File: src/rtl/qspi_bus_arbiter.sv
// Two-client QSPI pad arbiter: grants the shared pad bus to the PSRAM (client 0) or
// NOR flash (client 1) controller, with a fixed idle turnaround between owners.
module qspi_bus_arbiter #(
    parameter int TURN_CYC = 2
) (
    input  logic       clk,
    input  logic       resetn,
    input  logic       c0_req,
    input  logic       c1_req,
    output logic       c0_gnt,
    output logic       c1_gnt,
    input  logic       c0_ce_n,
    input  logic       c1_ce_n,
    input  logic       c0_sclk,
    input  logic       c1_sclk,
    input  logic [3:0] c0_sio_o,
    input  logic [3:0] c1_sio_o,
    input  logic [3:0] c0_sio_oe,
    input  logic [3:0] c1_sio_oe,
    output logic [3:0] c0_sio_i,
    output logic [3:0] c1_sio_i,
    output logic       ce0,
    output logic       ce1,
    output logic       sclk_ram,
    output logic       sclk_nor,
    output logic [3:0] sio_o,
    output logic [3:0] sio_oe,
    input  logic [3:0] sio_i,
    output logic       busy
);

    typedef enum logic [1:0] {
        ST_IDLE = 2'd0,
        ST_GNT0 = 2'd1,
        ST_GNT1 = 2'd2,
        ST_TURN = 2'd3
    } state_t;

    localparam logic [3:0] TURN_LOAD = 4'(TURN_CYC - 1);

    state_t     r_state;
    state_t     w_state_nxt;
    logic       r_last;
    logic       w_last_nxt;
    logic [3:0] r_cnt;
    logic [3:0] w_cnt_nxt;
    logic       r_armed;

    // On a tie the client that was not served last wins.
    function automatic state_t pick(input logic req0, input logic req1, input logic last);
        if (req0 && req1)
            return last ? ST_GNT0 : ST_GNT1;
        else if (req0)
            return ST_GNT0;
        else if (req1)
            return ST_GNT1;
        else
            return ST_IDLE;
    endfunction

    // r_armed holds off arbitration for the first edge after reset release.
    always_ff @(posedge clk or negedge resetn) begin
        if (!resetn) begin
            r_state <= ST_IDLE;
            r_last  <= 1'b1;
            r_cnt   <= 4'd0;
            r_armed <= 1'b0;
        end else begin
            r_state <= w_state_nxt;
            r_last  <= w_last_nxt;
            r_cnt   <= w_cnt_nxt;
            r_armed <= 1'b1;
        end
    end

    always_comb begin
        w_state_nxt = r_state;
        w_last_nxt  = r_last;
        w_cnt_nxt   = r_cnt;
        case (r_state)
            ST_IDLE: begin
                if (r_armed)
                    w_state_nxt = pick(c0_req, c1_req, r_last);
            end
            ST_GNT0: begin
                if (!c0_req) begin
                    w_state_nxt = ST_TURN;
                    w_last_nxt  = 1'b0;
                    w_cnt_nxt   = TURN_LOAD;
                end
            end
            ST_GNT1: begin
                if (!c1_req) begin
                    w_state_nxt = ST_TURN;
                    w_last_nxt  = 1'b1;
                    w_cnt_nxt   = TURN_LOAD;
                end
            end
            ST_TURN: begin
                if (r_cnt == 4'd0)
                    w_state_nxt = pick(c0_req, c1_req, r_last);
                else
                    w_cnt_nxt = r_cnt - 4'd1;
            end
            default: w_state_nxt = ST_IDLE;
        endcase
    end

    assign c0_gnt = (r_state == ST_GNT0);
    assign c1_gnt = (r_state == ST_GNT1);
    assign busy   = (r_state != ST_IDLE);

    // Pad mux decodes only the registered state, so no req-to-pad path exists.
    always_comb begin
        ce0      = 1'b1;
        ce1      = 1'b1;
        sclk_ram = 1'b0;
        sclk_nor = 1'b0;
        sio_o    = 4'h0;
        sio_oe   = 4'h0;
        c0_sio_i = 4'h0;
        c1_sio_i = 4'h0;
        case (r_state)
            ST_GNT0: begin
                ce0      = c0_ce_n;
                sclk_ram = c0_sclk;
                sio_o    = c0_sio_o;
                sio_oe   = c0_sio_oe;
                c0_sio_i = sio_i;
            end
            ST_GNT1: begin
                ce1      = c1_ce_n;
                sclk_nor = c1_sclk;
                sio_o    = c1_sio_o;
                sio_oe   = c1_sio_oe;
                c1_sio_i = sio_i;
            end
            default: ;
        endcase
    end

endmodule
File: config.mk
export PLATFORM = sky130hd
export DESIGN_NAME = qspi_bus_arbiter
export DESIGN_NICKNAME = d
export VERILOG_FILES = /design/src/rtl/qspi_bus_arbiter.sv
export SDC_FILE = /design/constraint.sdc
export NUM_CORES = 1
export LEC_CHECK = 0
export CAP_MARGIN = 25
export CELL_PAD_IN_SITES_DETAIL_PLACEMENT = 0
export CELL_PAD_IN_SITES_GLOBAL_PLACEMENT = 1
export CORE_MARGIN = 10
export CORE_UTILIZATION = 25
export CTS_CLUSTER_SIZE = 24
export DETAILED_ROUTE_END_ITERATION = 6
export PLACE_DENSITY_LB_ADDON = 0.1
export SLEW_MARGIN = 40
export SYNTH_ARGS = -nofsm -noshare
export SYNTH_HDL_FRONTEND = slang
export SYNTH_SLANG_ARGS = --single-unit
File: constraint.sdc
create_clock -name clk -period 3.4 [get_ports clk]
set_input_delay 0.34 -clock clk [delete_from_list [all_inputs] [get_ports clk]]
set_output_delay 0.34 -clock clk [all_outputs]
set_load 0.05 [all_outputs]
# [Yosys cells after proc, flatten, opt, wreduce, memory -nomap -nowiden]
# Index checks and enable logic that the tools add are counted.
[word_totals] register_bits=8 inputBits=28 elab_cells=46
[op_classes] n_addsub=1 reduce_logical=9 n_eq_ne=8 n_mux=24
[op_table] op="two-way mux 4 bit" n=5
[op_table] op="two-way mux 2 bit" n=8
[op_table] op="one-hot mux 4 bit (2 select lines)" n=2
[op_table] op="one-hot mux 4 bit (3 select lines)" n=1
[op_table] op="!= test 2 bit (second input constant)" n=5
[op_table] op="one-hot mux 2 bit (4 select lines)" n=1
[op_table] op="AND reduction 4 bit" n=2
[op_table] op="two-way mux 1 bit" n=6
[op_table] op="== test 2 bit (second input constant)" n=2
[op_table] op="zero test 4 bit" n=1
[op_table] op="nonzero test 2 bit" n=2
[op_table] op="subtractor 4 x 1 -> 4 bit (second input constant)" n=1
[op_table] op="AND reduction 3 bit" n=1
[op_table] op="nonzero test 3 bit" n=1
[op_table] op="== test 2 x 1 -> 1 bit (second input constant)" n=1
[op_table] op="zero test 2 bit" n=1
[op_table] op="one-hot mux 1 bit (2 select lines)" n=1
[op_table] op="logical AND 1 bit" n=1

# [Longest topological paths before layout]
[depth] word_depth=5 ltp_mapped=6 depth_no_buf=5

# [Worst setup path before layout]
# Ideal clock, no wire load.
[synth_path] kind="register to output" start="reg r_state[0]" end="out sio_o[0]" t_required_ns=3.060 slack_ns=0.909 path_stages_with_launch=6 t_arrival_ns=2.151 cell_sequence="dfrtp_1 -> inv_1 -> ha_1 -> clkbuf_1 -> a22oi_1 -> nor2b_1"
[synth_via] elab_chain_cells=2
[synth_rtl] item="from (decl)" line="41" rtl="state_t r_state;"
[synth_rtl] item="from (signal assigned)" line="69" rtl="r_state <= w_state_nxt;"
[synth_rtl] item="== test 2 bit"
[synth_rtl] item="net c1_gnt" line="11" rtl="output logic c1_gnt,"
[synth_rtl] item="one-hot mux 4 bit (2 select lines)" line="123" rtl="case (r_state)"
[synth_rtl] item="to (decl)" line="26" rtl="output logic [3:0] sio_o,"
# The timed path passes the listed nets, and every way through them passes these cells.

# [Worst setup path in the final report]
[layout_path] start="reg r_state[1]" end="out sio_oe[1]"
[layout_via] elab_chain_cells=2
[layout_rtl] item="== test 2 bit or == test 2 x 1 -> 1 bit (tied branches)" line="123"
[layout_rtl] item="one-hot mux 4 bit (2 select lines) *" line="123"
[layout_rtl] item="to (decl)" line="27" rtl="output logic [3:0] sio_oe,"
# Mark *: on every way between the ends. The rest lies on a longest branch, timed or not.

==> results.ini <==
[power]
swShare_pct = 55.3
p_comb_share_pct = 79.2
seq_power_share_pct = 14.1
p_switching_mw = 0.689
p_clk_share_pct = 6.7
intPower_mw = 0.558
p_leak_nw = 0.514
p_per_area_nw_per_um2 = 970
worst_ir_drop_vdd_mv = 0.323

[worst_setup_path]
worstPathCellList = inv_1 > ha_1 > a22oi_1 > nor2b_1 > clkdlybuf4s50_1
ff2ff_path_depth = 5
cp.depth = 5
slowest_delay_ps = 820
crit_family = buffers and inverters
worst_setup_path_start_kind = flip-flop
path_buf_inv = 2
path_max_fanout = 15
crit_type = flip-flop to primary output
required_ps = 3060
arrival_ps = 2380
slowest_stage = clkdlybuf4s50_1
crit_path_end_kind = primary output

[timing]
rsz0062_at_grt = false
finalSetupViolCount = 0
slew_headroom_pct = 64.9
fmax_mhz = 368
finalCriticalPeriod_ps = 2720
post-route-period-util_pct = 80.0
finalHoldViolCount = 0
worst_pin_slew_ps = 524
fin_skew_ps = 4.73
tns_ps = 0
fin_ws_ps = 681
report.final.slew_viol_count = 0

[global_route]
grt_overflow = 0
grt_pass1_vias = 831
grt_max_degree = 16
grt_pass1_wl_um = 4330
track_usage_pct = 9.93
antenna_found_initial = 0

[finish]
regArea_um2 = 201
fin_cells = 166
nNetsFinal = 171
areaGrowthSynthToFinish_pct = 73.1
fillCellCount = 293
antenna_cells = 0
final_util_pct = 45.9
design_area_um2 = 1290
drive_gt1_share_pct = 5.19
multiInputGateArea_um2 = 493

[detailed_routing]
wl_per_cell_um = 16.0
vias = 814
drt-total-wl_um = 2660
routed_via_density = 4.90
ant_nets = 0
dr.pass1.iters = 4
drc = 0
drt_iter0_drc = 13

[placed_design]
port_buffers = 50
gp_congestion = 0.766
placed_area_um2 = 1260
dp_cells = 162
dp_slack_ps = 929
dpl.hpwl_um = 2160

[die]
core_area_um2 = 2810
fp.dieW_um = 74.5
die-height_um = 74.5
ioPinCount = 51
dieArea_um2 = 5550
rows = 19
start_util_pct = 26.5

[cts]
ctsRootBufferMaster = clkbuf_4
cts_tree = built
cts_buffers = 3
hold_buffers = 0
clk_latency_ps = 260
cts.reportedPaths.clkPinSlew_ps = 60
post_cts_buffers = 0
cts.sinks = 8
cts_resized = 0
htree_num_levels = 1
cts_max_path_buffers = 2

[synth]
synth_nets = 120
syn-instance-count = 85
yosysUniqueCellTypes = 26
seq_area_frac_synth_pct = 27.1
yosysWarnings = 0
syn_area_um2 = 743
ys_seq_elements = 8
syn_area_per_cell_um2 = 8.74

[run]
cap_violations = 0

[status]
status = finished, final reports clean

[hold_path]
hp-class = input pin to asynchronous set/reset pin

-- placed cells by master (no fill, tap or decap), drive strengths merged --
master,n
clkdlybuf4s50,50
nor2b,10
and2,10
a22oi,9
inv,7
ha,7
dfrtp,7
o21ai,6
clkbuf,4
nand2b,3
nand2,3
a22o,2
a21oi,2
mux2i,2
a31oi,2
or3b,1
nor2,1
nand4b,1
o211ai,1
nand4,1
o311a,1
a221oi,1
nor4,1
o31a,1
conb,1
dfstp,1
-- stage by stage --
stage                     power [mW]  hold WS [ps]
after floorplan                0.887          44.4
after global placement          1.17           559
after detailed placement        1.18           560
after CTS                       1.26           370
after global routing            1.35           378
final                           1.25           352
-- layer usage --
metal	vias to the layer above	GRT usage (%)	wire [um]
li1	402	-	-
met1	369	11.3	1150
met2	36	16.7	1230
met3	7	3.32	228
met4	0	3.99	45
met5	-	0	0
-- layout make-up --
cell class	instances	area share, %
repair buffers	50	38.9
multi-input cells	66	38.3
flip-flops and latches	8	15.7
well taps	31	3.02
clock buffers	4	2.04
inverters	7	2.04
-- final timing paths --
path | start | end | slack [ps]
worst max-delay path | r_state[1] | sio_oe[1] | 680
worst min-delay path | resetn | r_cnt[3] | 350
worst max register to register | r_state[0] | r_state[0] | 1590
worst min register to register | r_last | r_last | 570
max in group asynchronous | resetn | r_last | 2740
min in group clk | r_last | r_last | 570
-- synthesized netlist by cell type --
cell type / number / area share, %
a21oi_1: 2 / 1.3
a221oi_4: 1 / 3.5
a22o_1: 2 / 2.4
a22oi_1: 9 / 9.1
a31oi_1: 2 / 1.7
and2_1: 10 / 8.4
buf_6: 1 / 1.5
clkbuf_1: 3 / 1.5
conb_1: 1 / 0.50
dfrtp_1: 7 / 24
dfstp_2: 1 / 3.5
ha_1: 7 / 12
inv_1: 7 / 3.5
mux2i_1: 2 / 2.7
nand2_1: 3 / 1.5
nand2b_1: 3 / 2.5
nand4_1: 1 / 0.84
nand4b_1: 1 / 1.2
nor2_1: 1 / 0.50
nor2b_1: 10 / 8.4
nor4_1: 1 / 0.84
o211ai_1: 1 / 1.0
o21ai_0: 6 / 4.0
o311a_2: 1 / 1.5
o31a_2: 1 / 1.3
or3b_1: 1 / 1.2
-- power by group through the flow --
stage / registers (mW) / clock network, mW / logic (mW)
2_1_floorplan: 0.166 / 0 / 0.721
3_3_place_gp: 0.173 / 0 / 0.999
3_5_place_dp: 0.178 / 0 / 0.997
4_1_cts: 0.175 / 0.0870 / 1.00
5_1_grt: 0.184 / 0.0931 / 1.07
6_report: 0.176 / 0.0836 / 0.988
-- cells by family after synthesis --
logic type / share of synthesized area [%]
compound gates: 25.9
other cells: 0.505
fa+ha+maj: 11.8
simple gates: 25.4
flops: 27.1
mux: 2.69
buf+inv: 6.57
-- flip-flops by register name, summed over array words and instances, names as in the netlist --
| register | cells |
|---|---|
| r_armed | 1 |
| r_last | 1 |
| r_state | 2 |
| r_cnt | 4 |
No activity file was read; power rests on OpenSTA's default activity.
==> variant, RTL diff (config.mk and constraints unchanged) <==
Re-encode `state_t` (4 states) as Gray code, 2 bits wide.
--- a/src/rtl/qspi_bus_arbiter.sv
+++ b/src/rtl/qspi_bus_arbiter.sv
@@ -30,10 +30,10 @@
 );
 
     typedef enum logic [1:0] {
-        ST_IDLE = 2'd0,
-        ST_GNT0 = 2'd1,
-        ST_GNT1 = 2'd2,
-        ST_TURN = 2'd3
+        ST_IDLE = 2'b00,
+        ST_GNT0 = 2'b01,
+        ST_GNT1 = 2'b11,
+        ST_TURN = 2'b10
     } state_t;
 
     localparam logic [3:0] TURN_LOAD = 4'(TURN_CYC - 1);
Formal check against the unedited RTL: same outputs for any inputs over 10 cycles, from zero or initial values and one cycle with resetn low; not proved beyond that.
==> variant against the original RTL <==
Critical endpoint is now c0_sio_i[1]. Via count down 8.1%. Synthesized area down 4.5%. Maximum frequency up 5.9%. Cell area down 2.4%. Sequential cell count unchanged. Routed wire length down 9.3%. Sequential share of layout area up 0.49 points. Power down 24%. Setup slack better by 0.15 ns. First-iteration DRC count up 23%. Clock power down 5.6%. Die area down 3.3%. Sequential power up 6%.
==> variant: results (changes against the original RTL) <==
outcome=complete, no violations; Cell variety after synth=30 (+15%); DP Area=1230 um2 (-2.5%); CP max-delay cell=clkdlybuf4s50_1; Clk pin slew, worst setup/hold paths=0.06 ns (about the same); DR top layer=met4; dpl hpwl=1920 um (-11%); root buf cell=clkbuf_4; DRT Pass-1 Iters=3 (-1); top post-synthesis cells by count=nor2b_1, mux2i_1, dfrtp_1; Synth area leaders=dfrtp_1, mux2i_1, nor2b_1; pin count of the biggest net entering global routing=29 (+13); initial DRC count=16 (+3); crit path max fanout=28 (+13); met2 wire length=959 um (-22%); postcts setup bufs=0 (unchanged); Clock Skews=0.00799 ns (+0.00326 ns); WP data arrival=2.23 ns (-0.15 ns); gpl congestion=0.770 (+0.55%); diode count=0 (unchanged); post-DR wirelength/cell=15.0 um (-6.5%); pre-CTS setup slack=1.10 ns (+0.172 ns); H-tree depth=1 (unchanged); part of the Yosys area used for sequential elements=28.4% (+1.3 points); GRT Util Overall=8.78% (-1.1 points); via count=748 (-8.1%); initial antenna violation count=0 (unchanged); Final #Nets=160 (-6.4%); Slew @ Worst Pin=0.527 ns (+0.00336 ns); met3 wire len=314 um (+38%); VDD IR-drop max=0.462 mV (+43%); largest stage delay on the critical path=0.80 ns (-0.02 ns); clock insertion delay at the later pin of the skew report=0.26 ns (about the same); routed length on met1=1120 um (-3.2%); # fillers=297 (+1.4%); first-pass GRT wire length=3880 um (-10%); hold crit path type=in -> async; syn_nets=110 (-8.3%); fraction of layout cells with a size suffix above 1=8.46% (+3.3 points); Main synth FF type=dfrtp_1; clk buf depth=2 (unchanged); Leakage=0.549 nW (+6.8%)
## variant: cell count changes in the layout (fill, tap and decap cells not counted), sizes merged, moves of 3 or more
cell	change
ha	-6
o21ai	-3
and3	+5
a22oi	-9
mux2i	+8
nor2b	+3
a211oi	+3
and2	-4
nor4b	+3
inv	-4
## variant: routing by layer
layer	vias to the layer above	GRT usage (%)
met1	328	11.3
met4	0	3.16
met2	37	12.8
li1	381	-
met3	2	3.50
met5	-	0
## variant: stage by stage
| stage | power, mW | std cells | hold WS, ns |
|---|---|---|---|
| 2_1_floorplan | 0.665 | 81 | 0.0444 |
| 3_3_place_gp | 0.869 | 157 | 0.497 |
| 3_5_place_dp | 0.876 | 157 | 0.503 |
| 4_1_cts | 0.959 | 161 | 0.366 |
| 5_1_grt | 1.02 | 161 | 0.373 |
| 6_report | 0.946 | 161 | 0.353 |
## variant: report_power, final
group / internal [mW] / total [mW] / switching [mW]
sequential: 0.128 / 0.186 / 0.0578
clock: 0.0450 / 0.0789 / 0.0339
combinational: 0.280 / 0.681 / 0.402
total: 0.453 / 0.946 / 0.493
## variant: logic make-up (layout without fill, tap and decap cells)
family	after synthesis	in the layout	share of synthesized area, %
buf+inv	9	58	5.64
simple gates	38	38	35.4
other cells	1	1	0.529
compound gates	14	14	14.1
flops	8	8	28.4
mux	10	10	14.1
fa+ha+maj	1	1	1.76
## variant: final timing paths
path	from	to	slack, ns	cells past startpoint
worst max-delay path	r_state[1]	c0_sio_i[1]	0.83	3
min in group clk	r_last	r_last	0.50	2
max in group asynchronous	resetn	r_last	2.73	1
worst max register to register	r_cnt[0]	r_cnt[0]	1.78	5
worst min-delay path	resetn	r_cnt[2]	0.35	1
worst min register to register	r_last	r_last	0.50	2
## variant: worst max-delay path, delay by kind of cell, from the launching register on
kind                   cells  cell delay [ns]
buffers and inverters      1             0.80
AND/OR/NAND/NOR            2             0.57
flip-flops                 1             0.60
## variant: cell type report
type	count	area (um2)	share of cell area, %
flip-flops and latches	8	203	16.2
clock buffers	4	26.3	2.09
multi-input cells	64	468	37.3
repair buffers	51	508	40.5
well taps	31	38.8	3.09
inverters	3	11.3	0.897
